`config.mk`:
```
export PLATFORM = sky130hd
export DESIGN_NAME = uart_echo_initiator
export DESIGN_NICKNAME = d
export VERILOG_FILES = /design/src/rtl/uart_echo_initiator.sv
export SDC_FILE = /design/constraint.sdc
export NUM_CORES = 1
export LEC_CHECK = 0
export CAP_MARGIN = 20
export CELL_PAD_IN_SITES_DETAIL_PLACEMENT = 1
export CELL_PAD_IN_SITES_GLOBAL_PLACEMENT = 1
export CORE_ASPECT_RATIO = 0.5
export CORE_MARGIN = 2
export CORE_UTILIZATION = 30
export CTS_CLUSTER_DIAMETER = 150
export CTS_CLUSTER_SIZE = 14
export DETAILED_ROUTE_END_ITERATION = 12
export PLACE_DENSITY = 0.65
export SYNTH_ARGS = -nofsm -noshare
export SYNTH_HDL_FRONTEND = slang
export SYNTH_SLANG_ARGS = --single-unit
```
`constraint.sdc`:
```
create_clock -name clk -period 4.9 [get_ports clk]
set_input_delay 1.47 -clock clk [delete_from_list [all_inputs] [get_ports clk]]
set_output_delay 1.47 -clock clk [all_outputs]
set_load 0.02 [all_outputs]
```
`src/rtl/uart_echo_initiator.sv`:
```
// UART echo initiator: sends an optional wake byte, a seeded payload and trigger bytes,
// then checks the echoed payload on rx, with a timeout between echo bytes.
module uart_echo_initiator #(
  parameter int unsigned CLKS_PER_BIT   = 10416,
  parameter int unsigned PAYLOAD_LEN    = 8,
  parameter int unsigned TRIGGER_LEN    = 4,
  parameter logic [7:0]  WAKE_BYTE      = 8'h55,
  parameter logic [7:0]  TRIGGER_BYTE   = 8'hFF,
  parameter logic [31:0] TIMEOUT_CYCLES = 32'd2000000
) (
  input  logic       clk,
  input  logic       rst,
  input  logic       start,
  input  logic [7:0] seed,
  input  logic       rx,
  output logic       tx,
  output logic       busy,
  output logic       done,
  output logic       pass,
  output logic       timeout,
  output logic [3:0] err_count,
  output logic [7:0] last_rx
);

  localparam int unsigned CW      = $clog2(CLKS_PER_BIT);
  localparam logic [CW-1:0] BIT_LAST = CW'(CLKS_PER_BIT - 1);
  localparam logic [CW-1:0] HALF_M1  = CW'(CLKS_PER_BIT / 2 - 1);
  localparam logic [3:0] PL_LAST  = 4'(PAYLOAD_LEN - 1);
  localparam logic [3:0] TL_CNT   = 4'(TRIGGER_LEN);

  typedef enum logic [1:0] {R_HUNT, R_START, R_DATA, R_STOP} rx_state_e;
  typedef enum logic [2:0] {S_IDLE, S_WAKE, S_PAYLOAD, S_TRIG, S_RECV, S_FIN} state_e;

  // Receiver: synchronizer, start-bit validation at half bit, mid-bit sampling
  logic          rx_meta_q, rx_sync_q, rx_prev_q;
  rx_state_e     r_state_q;
  logic [CW-1:0] r_cnt_q;
  logic [2:0]    r_bit_q;
  logic [7:0]    r_shift_q;
  logic          r_valid_q, r_ferr_q;

  always_ff @(posedge clk or posedge rst) begin
    if (rst) begin
      rx_meta_q <= 1'b1;
      rx_sync_q <= 1'b1;
      rx_prev_q <= 1'b1;
      r_state_q <= R_HUNT;
      r_cnt_q   <= '0;
      r_bit_q   <= '0;
      r_shift_q <= '0;
      r_valid_q <= 1'b0;
      r_ferr_q  <= 1'b0;
    end else begin
      rx_meta_q <= rx;
      rx_sync_q <= rx_meta_q;
      rx_prev_q <= rx_sync_q;
      r_valid_q <= 1'b0;
      case (r_state_q)
        R_HUNT: begin
          r_cnt_q <= '0;
          if (rx_prev_q && !rx_sync_q) r_state_q <= R_START;
        end
        R_START: begin
          if (r_cnt_q == HALF_M1) begin
            r_cnt_q   <= '0;
            r_bit_q   <= '0;
            r_state_q <= rx_sync_q ? R_HUNT : R_DATA;
          end else r_cnt_q <= r_cnt_q + 1'b1;
        end
        R_DATA: begin
          if (r_cnt_q == BIT_LAST) begin
            r_cnt_q   <= '0;
            r_shift_q <= {rx_sync_q, r_shift_q[7:1]};
            r_bit_q   <= r_bit_q + 1'b1;
            if (r_bit_q == 3'd7) r_state_q <= R_STOP;
          end else r_cnt_q <= r_cnt_q + 1'b1;
        end
        default: begin
          if (r_cnt_q == BIT_LAST) begin
            r_cnt_q   <= '0;
            r_valid_q <= 1'b1;
            r_ferr_q  <= !rx_sync_q;
            r_state_q <= R_HUNT;
          end else r_cnt_q <= r_cnt_q + 1'b1;
        end
      endcase
    end
  end

  // Transmitter: a load on the last stop-bit cycle keeps bytes back-to-back
  logic          t_active_q;
  logic [3:0]    t_bit_q;
  logic [CW-1:0] t_cnt_q;
  logic [8:0]    t_shift_q;
  logic          tx_q;
  logic          t_end_c, stop_begin_c, tx_ready_c, load_c;
  logic [7:0]    load_byte_c;

  state_e        state_q;
  logic [3:0]    idx_q;
  logic [7:0]    seed_q;
  logic          wake_sent_q, busy_q, done_q, pass_q, timeout_q;
  logic [3:0]    err_q;
  logic [7:0]    last_rx_q;
  logic [31:0]   timer_q;

  always_comb begin
    t_end_c      = t_active_q && (t_bit_q == 4'd9) && (t_cnt_q == BIT_LAST);
    stop_begin_c = t_active_q && (t_bit_q == 4'd8) && (t_cnt_q == BIT_LAST);
    tx_ready_c   = !t_active_q || t_end_c;
    load_c       = 1'b0;
    load_byte_c  = TRIGGER_BYTE;
    if (tx_ready_c) begin
      case (state_q)
        S_WAKE:    begin load_c = 1'b1; load_byte_c = WAKE_BYTE; end
        S_PAYLOAD: begin load_c = 1'b1; load_byte_c = seed_q + 8'(idx_q); end
        S_TRIG:    load_c = (idx_q != TL_CNT);
        default:   load_c = 1'b0;
      endcase
    end
  end

  always_ff @(posedge clk or posedge rst) begin
    if (rst) begin
      t_active_q <= 1'b0;
      t_bit_q    <= '0;
      t_cnt_q    <= '0;
      t_shift_q  <= '1;
      tx_q       <= 1'b1;
    end else if (load_c) begin
      t_active_q <= 1'b1;
      t_bit_q    <= '0;
      t_cnt_q    <= '0;
      t_shift_q  <= {1'b1, load_byte_c};
      tx_q       <= 1'b0;
    end else if (t_active_q) begin
      if (t_cnt_q == BIT_LAST) begin
        t_cnt_q <= '0;
        if (t_bit_q == 4'd9) begin
          t_active_q <= 1'b0;
          tx_q       <= 1'b1;
        end else begin
          t_bit_q   <= t_bit_q + 1'b1;
          tx_q      <= t_shift_q[0];
          t_shift_q <= {1'b1, t_shift_q[8:1]};
        end
      end else t_cnt_q <= t_cnt_q + 1'b1;
    end
  end

  // Frame sequencer
  always_ff @(posedge clk or posedge rst) begin
    if (rst) begin
      state_q     <= S_IDLE;
      idx_q       <= '0;
      seed_q      <= '0;
      wake_sent_q <= 1'b0;
      busy_q      <= 1'b0;
      done_q      <= 1'b0;
      pass_q      <= 1'b0;
      timeout_q   <= 1'b0;
      err_q       <= '0;
      last_rx_q   <= '0;
      timer_q     <= '0;
    end else begin
      done_q <= 1'b0;
      case (state_q)
        S_IDLE: begin
          if (start) begin
            busy_q    <= 1'b1;
            pass_q    <= 1'b0;
            timeout_q <= 1'b0;
            err_q     <= '0;
            seed_q    <= seed;
            idx_q     <= '0;
            state_q   <= wake_sent_q ? S_PAYLOAD : S_WAKE;
          end
        end
        S_WAKE: begin
          if (load_c) begin
            wake_sent_q <= 1'b1;
            state_q     <= S_PAYLOAD;
          end
        end
        S_PAYLOAD: begin
          if (load_c) begin
            if (idx_q == PL_LAST) begin
              idx_q   <= '0;
              state_q <= S_TRIG;
            end else idx_q <= idx_q + 1'b1;
          end
        end
        S_TRIG: begin
          if (load_c) idx_q <= idx_q + 1'b1;
          else if ((idx_q == TL_CNT) && stop_begin_c) begin
            idx_q   <= '0;
            timer_q <= '0;
            state_q <= S_RECV;
          end
        end
        S_RECV: begin
          // A byte arriving on the expiry cycle wins over the timeout
          if (r_valid_q) begin
            last_rx_q <= r_shift_q;
            timer_q   <= '0;
            if (((r_shift_q != 8'(seed_q + 8'(idx_q))) || r_ferr_q) && (err_q != 4'hF))
              err_q <= err_q + 1'b1;
            if (idx_q == PL_LAST) state_q <= S_FIN;
            else idx_q <= idx_q + 1'b1;
          end else if (timer_q == TIMEOUT_CYCLES - 32'd1) begin
            timeout_q <= 1'b1;
            state_q   <= S_FIN;
          end else timer_q <= timer_q + 32'd1;
        end
        S_FIN: begin
          done_q  <= 1'b1;
          pass_q  <= (err_q == 4'd0) && !timeout_q;
          busy_q  <= 1'b0;
          state_q <= S_IDLE;
        end
        default: state_q <= S_IDLE;
      endcase
    end
  end

  assign tx        = tx_q;
  assign busy      = busy_q;
  assign done      = done_q;
  assign pass      = pass_q;
  assign timeout   = timeout_q;
  assign err_count = err_q;
  assign last_rx   = last_rx_q;

endmodule

```
# Word-level counts from Yosys, hierarchy flattened
# Index checks and enable logic that the tools add are counted.
# W data, S select, Z words.
dict set report word_totals {
  ff_bits 125
  input_bits 12
  out_inout_bits 17
  wordCells 187
}
dict set report classes {
  addsub 8
  n_eq_ne 39
  muxes 73
  n_bitwise 1
  reduce_logical 41
}
# op count
set op_table {}
lappend op_table {{$mux W32} 4}
lappend op_table {{$mux W14} 5}
lappend op_table {{$pmux W32 S2} 1}
lappend op_table {{$mux W4} 13}
lappend op_table {{$mux W9} 4}
lappend op_table {{$mux W3} 11}
lappend op_table {{$add A32 B1 Y32 const B} 1}
lappend op_table {{$eq A32 B21 Y1 const B} 1}
lappend op_table {{$ne A2 B2 Y1 const B} 16}
lappend op_table {{$add A14 B1 Y14 const B} 2}
lappend op_table {{$eq A14 B14 Y1 const B} 2}
lappend op_table {{$pmux W14 S2} 1}
lappend op_table {{$mux W1} 16}
lappend op_table {{$pmux W4 S4} 1}
lappend op_table {{$pmux W8 S2} 1}
lappend op_table {{$pmux W3 S5} 1}
lappend op_table {{$eq A14 B13 Y1 const B} 1}
lappend op_table {{$mux W2} 7}
lappend op_table {{$reduce_and A2 Y1} 7}
lappend op_table {{$add A4 B1 Y4 const B} 3}
lappend op_table {{$ne A3 B3 Y1 const B} 4}
lappend op_table {{$reduce_and A4 Y1} 3}
lappend op_table {{$reduce_bool A2 Y1} 6}
lappend op_table {{$eq A3 B3 Y1 const B} 3}
lappend op_table {{other kinds (31)} 48}

# Depth between registers and ports, before layout
dict set report depth {
  word_depth 7
  ltp_mapped 10
}

# Worst setup path after synthesis
# Ideal clock, no wire load.
dict set report synth_timing {
  kind {register to register}
  from {register idx_q[0]}
  to {register err_q[2], in the netlist err_count[2]}
  t_arrival_ps 2627
  required_ps 4831
  path_slack_ps 2204
  stages_incl_launch_ff 9
  n_path_buf 0
  synth_period_minus_slack_ps 2696
  path_cell_list {dfrtp_1 > ha_1 > fa_1 > a211oi_1 > o21bai_1 > xnor3_1 > or4_4 > or3_1 > nand3_1}
}
dict set report synth_via {
  elab_chain_cells 6
}
# item line
set synth_rtl {}
lappend synth_rtl {{start: declaration} 100} ;# logic [3:0] idx_q;
lappend synth_rtl {{start signal: assignment} 190} ;# end else idx_q <= idx_q + 1'b1;
lappend synth_rtl {{start signal: assignment} 194} ;# if (load_c) idx_q <= idx_q + 1'b1;
lappend synth_rtl {{start signal: assignment} 209} ;# else idx_q <= idx_q + 1'b1;
lappend synth_rtl {{$add A8 B4 Y8} 206} ;# if (((r_shift_q != 8'(seed_q + 8'(idx_q))) || r_ferr_q) && (err_q != 4'hF))
lappend synth_rtl {{$ne A8 B8 Y1} 206}
lappend synth_rtl {{$logic_or A1 B1 Y1} 206}
lappend synth_rtl {{$logic_and A1 B1 Y1} 206}
lappend synth_rtl {{$ne A2 B2 Y1 (no line)} -}
lappend synth_rtl {{$reduce_and A4 Y1 (no line)} -}
lappend synth_rtl {{end signal: assignment} 207} ;# err_q <= err_q + 1'b1;
lappend synth_rtl {{end: declaration} 103} ;# logic [3:0] err_q;
# No other way between the ends.
# A chain may end at the register's enable or synchronous reset.

# Worst setup path in the final report
dict set report layout_timing {
  from {input port start}
  to {register err_q[2], in the netlist err_count[2]}
}
dict set report layout_via {
  elab_chain_cells 2
}
# item line
set layout_rtl {}
lappend layout_rtl {{start: declaration} 13} ;# input logic start,
lappend layout_rtl {{$ne A2 B2 Y1 (no line)} -}
lappend layout_rtl {{$reduce_and A4 Y1 (no line)} -}
# No other way between the ends.

==> results.yml <==
global_route:
  grt_pass1_vias: 5739
  overflow: 0
  grt_pass1_wl_mm: 29.23
  antenna_found_initial: 0
  grt_util_all_layers_pct: 15.42
  grt_max_degree: 54
pwr:
  p_clk_share_pct: 51.9
  power_density_nw_per_um2: 322.2
  seq_power_share_pct: 42.0
  pwr-share-comb_pct: 6.1
  power_mw: 2.574
  p_leak_nw: 3.376
  p_switching_mw: 0.6306
  switching_share_pct: 24.50
  peakVddDrop_mv: 0.1587
  p_int_mw: 1.944
floorplanning:
  die_h_microns: 110.3
  core_area_sq_um: 21920
  die_area_sq_um: 23880
  start_util_pct: 30.92
  row_count: 38
  io_pins: 29
  die_x_microns: 216.6
setup_path:
  crit_required_ps: 5260
  end_kind: "register"
  ff2ff_setup_slack_ps: 1930
  reg2reg_from: "t_cnt_q[0]"
  cp_max_fo: 4
  crit_type: "input pin to register"
  crit_path_start_kind: "input pin"
  r2r-end: "timer_q[9]"
  rr_worst_depth: 8
  critical_path_arrival_ps: 3430
place:
  post-dp-hpwl_mm: 11.72
  io_buffers: 28
  place_inst: 1027
  detailedPlace.worstSlack_ps: 1358
  gp_congestion: 0.7895
yosys:
  synth_top_family_by_area: "simple AND/OR/NAND/NOR gates"
  synth_xor_area_share_pct: 5.040
  synthCells: 721
  synth_largest_area_cell: "dfrtp_1"
  synth_edf_count: 0
  synth_fp_nets: 750
  async_flop_share_pct: 100.0
  ys_seq_area_share_pct: 46.00
  synth-seq-cells: 124
  synth_compound_area_share_pct: 16.85
  synthTopCellsByArea: "dfrtp_1 41%, dfstp_2 4.7%, nand2_1 4.7%, nand3_1 3.4%, nor2_1 3.1%"
  synth.avg_cell_area_sq_um: 9.400
  yosysTopAreaCellShare_pct: 41.35
  synthFlopType: "dfrtp_1"
  yosys.area_share.simple_pct: 21.49
  yosysWarnings: 0
  synthesis.area_sq_um: 6778
  synth_cell_types: 74
  synth_adder_area_share_pct: 3.249
  synth.area.mux_share_pct: 4.024
hold_path:
  min_to: "rx_sync_q"
  min-delay-start: "rx_meta_q"
  hold_class: "register to register"
  holdPathStages: 0
cells_and_area:
  final_layout_size_suffix_gt1_share_pct: 11.73
  finalNonFillerCells: 1059
  antenna_cells: 0
  area.sequential_sq_um: 3118
  area_delta_synth_final_pct: 17.89
  final_nets: 775
  fillers: 2469
  multi_input_area_sq_um: 3433
timing:
  slew_violations: 0
  worst_slew_pin_slew_ps: 807.0
  clock.fmax_ghz: 0.3262
  min_period_ps: 3065
  post-route-period-util_pct: 62.56
  fin_skew_ps: 10.49
  maxSlewHeadroom_pct: 44.81
  final_hold_viol_count: 0
  rsz0062_at_grt: "no"
  setup_viol_count_final: 0
  hold_slack_ps: 362.2
  tns_ps: 0
  setup_ws_ps: 1835
clock_network:
  cts_tree: "built"
  post_cts_buffers: 0
  cts_root_buffer: "clkbuf_16"
  numCtsBuffers: 17
  clock-sinks: 124
  cts_buffer_depth: 2
  clk_pin_slew_ps: 60
  clock_latency_ps: 430
  ctsResizeCount: 0
  hold_buffers: 0
  cts_max_level: 4
detailed_routing:
  avgViaCountPerCell: 5.216
  vias: 5524
  routedWlPerCell_microns: 16.39
  drcViolationCount: 0
  ant_nets: 0
  wirelength_mm: 17.36
  first_pass_iters: 4
  drt_iter0_drc: 306
job:
  maxCapViolCount: 0
outcome:
  status: "finished clean"
-- placed cells by master, fill, tap and decap left out, types with 8 or more instances in the layout --
cell             count
dfrtp_1            112
nand2_1             84
nor2_1              56
nand3_1             46
o21ai_0             42
a21oi_1             28
clkdlybuf4s50_1     28
inv_1               25
o31ai_1             22
and3_1              20
o21ai_1             19
mux2_2              17
clkbuf_16           17
xor2_1              16
xnor2_1             16
ha_1                16
nor3_1              12
o22ai_1             12
dfstp_2             12
nand4_1             10
a31oi_1              8
nor2b_1              8
nand2b_1             8
-- layer usage --
layer	vias to the layer above	GRT usage, %	wire length [microns]
met3	13	3.457	552
li1	2662	-	-
met5	-	0	0
met1	2809	20.19	8475
met4	0	4.403	172
met2	40	25.92	8155
-- state kept, by name, indices dropped and copies added (netlist names), 8 cells and up --
signal,cells
t_shift_q,8
r_cnt_q,14
r_shift_q,8
last_rx,8
t_cnt_q,14
timer_q,32
seed_q,8
-- how the worst max path moves through the flow --
stage / startpoint / to / slack [ps] / cells past startpoint
2_1_floorplan: rst / busy / 150 / 1
3_3_place_gp: start / err_count[2] / 1540 / 7
3_5_place_dp: start / err_count[2] / 1360 / 7
4_1_cts: start / err_count[2] / 1810 / 7
5_1_grt: start / err_count[2] / 1570 / 7
6_report: start / err_count[2] / 1830 / 7
-- synth_stat cells (all sizes together), types with 4 or more instances --
cell type	n
o211ai	4
o21a	5
buf	10
a22o	7
and2	7
nand4	10
mux2	18
nor4b	5
a31oi	8
or2	5
nor2b	8
o21ai	62
xor2	16
dfrtp	112
o22ai	12
inv	26
or3	4
clkbuf	19
mux2i	7
nand2	84
nor4	5
nor2	57
dfstp	12
a21oi	28
o41ai	4
o31ai	22
nand2b	8
nor3	13
ha	16
xnor2	17
nand3	47
and3	20
-- worst max-delay path, cell delays in order --
cell	delay (ps)
clkdlybuf4s50_1	540
nand2b_1	110
a2111oi_0	720
nand2_1	150
nor3b_1	210
o21ai_0	110
nand3_1	110
-- kinds of logic after synthesis --
logic type      Yosys count
flops                   124
xor+xnor                 35
fa+ha+maj                17
simple gates            289
compound gates          176
mux                      25
buf+inv                  55
-- power groups by stage --
| stage | sequential, mW | combinational (mW) | clock, mW |
|---|---|---|---|
| floorplan | 1.08 | 0.116 | 0 |
| global placement | 1.10 | 0.154 | 0 |
| detailed placement | 1.10 | 0.157 | 0 |
| CTS | 1.08 | 0.160 | 1.37 |
| global route | 1.09 | 0.176 | 1.42 |
| finish | 1.08 | 0.156 | 1.34 |
-- cell type report --
cell class	instances	area share (%)
multi-input combinational	542	42.97
sequential	124	39.02
clock buffer	20	5.716
tap	300	4.698
timing repair buffer	35	4.322
clock inverter	12	2.020
inverter	26	1.253
-- per-stage QoR --
stage	area, sq um	util [%]
after floorplan	6778	-
after global placement	7372	33.63
after detailed placement	7372	33.63
after CTS	7990	36.45
after global routing	7990	36.45
final	7990	36.45
(Power assumes the default switching activity.)
